==> config.mk <==
export PLATFORM = sky130hd
export DESIGN_NAME = shuffle_solve_ctrl
export DESIGN_NICKNAME = d
export VERILOG_FILES = /design/src/rtl/shuffle_solve_ctrl.sv
export SDC_FILE = /design/constraint.sdc
export NUM_CORES = 1
export LEC_CHECK = 0
export CORE_MARGIN = 2
export CORE_UTILIZATION = 46
export CTS_BUF_LIST = sky130_fd_sc_hd__clkbuf_4 sky130_fd_sc_hd__clkbuf_8
export CTS_CLUSTER_DIAMETER = 80
export DETAILED_ROUTE_END_ITERATION = 8
export GPL_ROUTABILITY_DRIVEN = 1
export GPL_TIMING_DRIVEN = 0
export PLACE_DENSITY = 0.7
export SYNTH_ARGS = -nofsm -noshare
export SYNTH_HDL_FRONTEND = slang
export SYNTH_SLANG_ARGS = --single-unit
==> constraint.sdc <==
create_clock -name clk -period 4.5 [get_ports clk]
set_input_delay 0.675 -clock clk [delete_from_list [all_inputs] [get_ports clk]]
set_output_delay 0.675 -clock clk [all_outputs]
set_load 0.01 [all_outputs]
==> src/rtl/shuffle_solve_ctrl.sv <==
// shuffle_solve_ctrl: scramble detection, LFSR shuffle burst, move counting and win buzzer
module shuffle_solve_ctrl #(
   parameter int SEED          = 31,
   parameter int LFSR_WIDTH    = 16,
   parameter int MOVE_WIDTH    = 4,
   parameter int SHUFFLE_MOVES = 31,
   parameter int MOVE_GAP      = 4,
   parameter int BUZZ_CYCLES   = 25_000_000,
   parameter int COUNT_WIDTH   = 10
) (
   input  logic                   clk,
   input  logic                   reset,
   input  logic                   scramble_btn,
   input  logic                   player_move,
   input  logic                   solved,
   output logic [MOVE_WIDTH-1:0]  shuffle_move,
   output logic                   shuffle_valid,
   output logic                   shuffling,
   output logic                   playing,
   output logic                   buzz,
   output logic [COUNT_WIDTH-1:0] move_count
);
   localparam int GAP_W  = $clog2(MOVE_GAP + 1);
   localparam int IDX_W  = $clog2(SHUFFLE_MOVES + 1);
   localparam int BUZZ_W = $clog2(BUZZ_CYCLES + 1);
   localparam logic [LFSR_WIDTH-1:0] SEED_VAL = (SEED == 0) ? LFSR_WIDTH'(1) : LFSR_WIDTH'(SEED);

   // one-hot so each status output is a flop bit rather than a decode
   typedef enum logic [3:0] {IDLE = 4'b0001, SHUFFLE = 4'b0010, PLAY = 4'b0100, WIN = 4'b1000} stateType;

   stateType              state, nextState;
   logic [GAP_W-1:0]      gapCnt;
   logic [IDX_W-1:0]      moveIdx;
   logic [BUZZ_W-1:0]     buzzCnt;
   logic [LFSR_WIDTH-1:0] lfsr;
   logic                  btnPrev, btnEdge, gapLast, idxLast, buzzLast, pulseNext, validReg;

   assign btnEdge  = scramble_btn & ~btnPrev;
   assign gapLast  = gapCnt == GAP_W'(MOVE_GAP - 1);
   assign idxLast  = moveIdx == IDX_W'(SHUFFLE_MOVES - 1);
   assign buzzLast = buzzCnt == BUZZ_W'(BUZZ_CYCLES - 1);
   // a pulse is due whenever the next cycle is a SHUFFLE cycle whose gap counter restarts at 0
   assign pulseNext = (nextState == SHUFFLE) && !(state[1] && !gapLast);

   // state register
   always_ff @(posedge clk) begin
      if (reset) state <= IDLE;
      else state <= nextState;
   end

   // next-state logic; scramble edges outrank solved and the buzz timeout
   always_comb begin
      nextState = IDLE;
      case (state)
         IDLE:    nextState = btnEdge ? SHUFFLE : IDLE;
         SHUFFLE: nextState = (gapLast && idxLast) ? PLAY : SHUFFLE;
         PLAY:    nextState = btnEdge ? SHUFFLE : solved ? WIN : PLAY;
         WIN:     nextState = btnEdge ? SHUFFLE : buzzLast ? IDLE : WIN;
         default: nextState = IDLE;
      endcase
   end

   // status outputs straight from the one-hot state and the registered pulse
   always_comb begin
      shuffling     = state[1];
      playing       = state[2];
      buzz          = state[3];
      shuffle_valid = validReg;
   end

   // free-running LFSR, pacing counters (zero outside their state), move code and move counter
   always_ff @(posedge clk) begin
      if (reset) begin
         lfsr         <= SEED_VAL;
         btnPrev      <= 1'b1;
         gapCnt       <= '0;
         moveIdx      <= '0;
         buzzCnt      <= '0;
         validReg     <= 1'b0;
         shuffle_move <= '0;
         move_count   <= '0;
      end else begin
         lfsr         <= {lfsr[LFSR_WIDTH-2:0], lfsr[15] ^ lfsr[13] ^ lfsr[12] ^ lfsr[10]};
         btnPrev      <= scramble_btn;
         gapCnt       <= (state[1] && !gapLast) ? gapCnt + GAP_W'(1) : '0;
         moveIdx      <= state[1] ? moveIdx + IDX_W'(gapLast) : '0;
         buzzCnt      <= (state[3] && nextState == WIN) ? buzzCnt + BUZZ_W'(1) : '0;
         validReg     <= pulseNext;
         shuffle_move <= pulseNext ? lfsr[MOVE_WIDTH-1:0] : shuffle_move;
         move_count   <= (btnEdge && !state[1]) ? '0 :
                         (state[2] && player_move && !(&move_count)) ? move_count + COUNT_WIDTH'(1) : move_count;
      end
   end
endmodule
==> impl_metrics.ini <==
[timing]
min_period_over_period = 0.4814
fin_skew_ns = 0.01257
finalWorstPathRequiredPeriod_ns = 2.166
worst_slew_pin_slew_ns = 0.8919
rsz0062_at_grt = no
timing.setup.tns_ns = 0
holdWs_ns = 0.4257
finalSetupViolCount = 0
slew_headroom = 0.3979
final_max_slew_viol_count = 0
hold_viol = 0
max_freq_mhz = 461.6
setup_ws_ns = 2.334

[critical_path]
path_cells = ha_1, inv_1, or4_1, o211ai_2, buf_2, a21oi_1
reg2reg_to = buzzCnt[21]
slowest_delay_ns = 0.59
cp.arrival_ns = 2.38
cp_max_fo = 10
worstReg2RegStart = buzzCnt[0]
cp.required_ns = 4.72
critPathCaptureType = flop
start_kind = flop
slowest_stage = or4_1
r2r_slack_ns = 2.33
worstSetupPathType = flop to flop
worst_r2r_path_depth = 6

[clock_network]
clockRootBuffer = clkbuf_8
cts_sinks = 69
cts_resized = 0
path_clk_slew_ns = 0.07
clk_latency_ns = 0.34
clockBufferDepth = 2
cts_made_buffers = 9
cts_tree = yes
cts_hold_buf = 0
cts_post_setup_buffers_inserted = 0
htreeDepth = 3

[placement]
numPortBuffers = 22
place_congestion = 0.7541
dp_slack_ns = 2.085
hpwl_um = 3672

[worst_hold_path]
min_path_cells = 1
holdPathEnd = gapCnt[0]
hold_start = gapCnt[0]
hp-class = flop to flop

[route]
drcViolationCount = 0
dr.pass1.iters = 4
antenna_left = 0
wl_um = 5307
vias = 2268
detail_route.wl_per_cell_um = 12.55
drtIter0Drc = 113
vias_per_cell = 5.362

[logic_synthesis]
synth_nets = 321
synth_area_um2 = 2895
synth.distinct_cells = 45
synth_edf_count = 0
seq_area_frac_synth = 0.4771
ys_async_sr_fraction = 0
yosys_warnings = 0
netlist_instances = 310
synthFlopType = dfxtp_1
ys_seq_elements = 69
avgSynthCellArea_um2 = 9.340

[global_routing]
grt_first_pass_wirelength_um = 9177
grt_pass1_vias = 2077
grt-ovfl-total = 0
grtUsageTotal = 0.1609
antenna_found_initial = 0
grt_max_degree = 12

[layout]
num_antenna_cells = 0
multi_input_area_um2 = 1418
finalNetCount = 354
n_fill_cell = 542
fin_util = 0.5700
register_area_um2 = 1381
drive_gt1_frac = 0.09483
area_growth_pct = 17.93

[power]
ir_drop_mv = 0.2536
power.leakage_nw = 1.160
p_per_area_nw_per_um2 = 341.0

[floorplan]
start_util = 0.4833
die_width_um = 83.34
dieArea_um2 = 6945
core_um2 = 5991
num_io_pins = 23
rows = 28
die_h_um = 83.34

[status]
outcome = completed

[flow_run]
cap_violations = 0
critical path: cells and delay by family (launching register included):
family / cells / cell delay [ns]
simple gates: 1 / 0.59
compound gates: 2 / 0.40
fa+ha+maj: 1 / 0.27
buf+inv: 2 / 0.37
flops: 1 / 0.41
Yosys cell counts (all sizes together), types with 4 or more instances:
cell / count / share of area
and3: 4 / 0.0086
mux2i: 5 / 0.017
xor2: 13 / 0.039
nor3b: 4 / 0.010
nand4: 8 / 0.019
or4: 8 / 0.023
or3: 8 / 0.017
nand2b: 11 / 0.024
o31ai: 5 / 0.013
ha: 6 / 0.026
buf: 5 / 0.013
inv: 9 / 0.012
nand2: 8 / 0.010
nor2b: 13 / 0.028
xnor2: 12 / 0.036
nand3: 17 / 0.029
o21ai: 13 / 0.022
or2: 6 / 0.013
dfxtp: 69 / 0.48
a21oi: 13 / 0.024
nor2: 32 / 0.041
nor3: 10 / 0.017
clkbuf: 7 / 0.0091
how the worst max path moves through the flow:
stage                             from           to  depth (start not counted)
after global routing        buzzCnt[0]   buzzCnt[6]                          6
after detailed placement  scramble_btn     state[2]                          4
after CTS                   buzzCnt[0]  buzzCnt[21]                          6
after global placement    scramble_btn     state[2]                          4
final                       buzzCnt[0]  buzzCnt[21]                          6
after floorplan             buzzCnt[2]  buzzCnt[22]                          6
cell usage in the layout (no fill, tap or decap), types with 3 or more instances in the layout:
cell	instances
dfxtp_1	69
nor2_1	32
clkdlybuf4s50_1	22
nand3_1	17
xor2_1	13
o21ai_0	13
nor2b_1	13
a21oi_1	12
xnor2_1	12
nand2b_1	11
nor3_1	10
clkbuf_8	10
inv_1	9
nand2_1	8
or3_1	8
clkbuf_1	7
nand4_1	7
or2_2	6
or4_1	6
ha_1	6
mux2i_1	5
o31ai_1	5
nor3b_1	4
and3_1	4
and4_1	3
nor4_1	3
clkbuf_4	3
cells by family (layout without fill, tap and decap cells):
| logic type | count (synthesis) | after routing | synth area share |
|---|---|---|---|
| buffers and inverters | 21 | 59 | 0.03327 |
| XOR/XNOR | 25 | 25 | 0.07563 |
| flip-flops | 69 | 69 | 0.4771 |
| multiplexers | 5 | 5 | 0.01729 |
| AND/OR/NAND/NOR | 140 | 140 | 0.2740 |
| AO/OA/AOI/OAI | 44 | 44 | 0.09681 |
| adder cells (fa/ha/maj) | 6 | 6 | 0.02593 |
state kept, by name (all words and copies together) (netlist names):
name and flops:
shuffle_move 4, gapCnt 3, btnPrev 1, buzzCnt 25, state 4, moveIdx 5, shuffle_valid 1, move_count 10
lfsr 16
where the power goes:
group / total [mW] / internal, mW / switching [mW]
sequential: 0.621 / 0.617 / 0.00353
clock: 0.513 / 0.290 / 0.223
combinational: 0.0305 / 0.0156 / 0.0149
total: 1.16 / 0.923 / 0.242
per-layer routing:
metal / wire length, um / vias to the layer above / track usage
met2: 2401 / 30 / 0.2478
met3: 151 / 8 / 0.05765
met1: 2702 / 1069 / 0.2120
li1: - / 1161 / -
met4: 52 / 0 / 0.04769
met5: 0 / - / 0
layout make-up:
cell class              count  area share
flip-flops and latches     69      0.4045
plain buffers              12     0.01832
clock buffers              13     0.04690
well taps                  75     0.02748
repair buffers             22     0.06449
multi-input cells         220      0.4152
clock inverters             3     0.01319
inverters                   9    0.009894
per-stage QoR:
stage / cells / total power [mW] / cell area [um2]
after detailed placement: 407 / 0.6651 / 3209
after global placement: 407 / 0.6648 / 3209
after global routing: 423 / 1.211 / 3415
after floorplan: 310 / 0.6511 / 2895
after CTS: 423 / 1.177 / 3415
final: 423 / 1.164 / 3415
(Power assumes the default switching activity.)
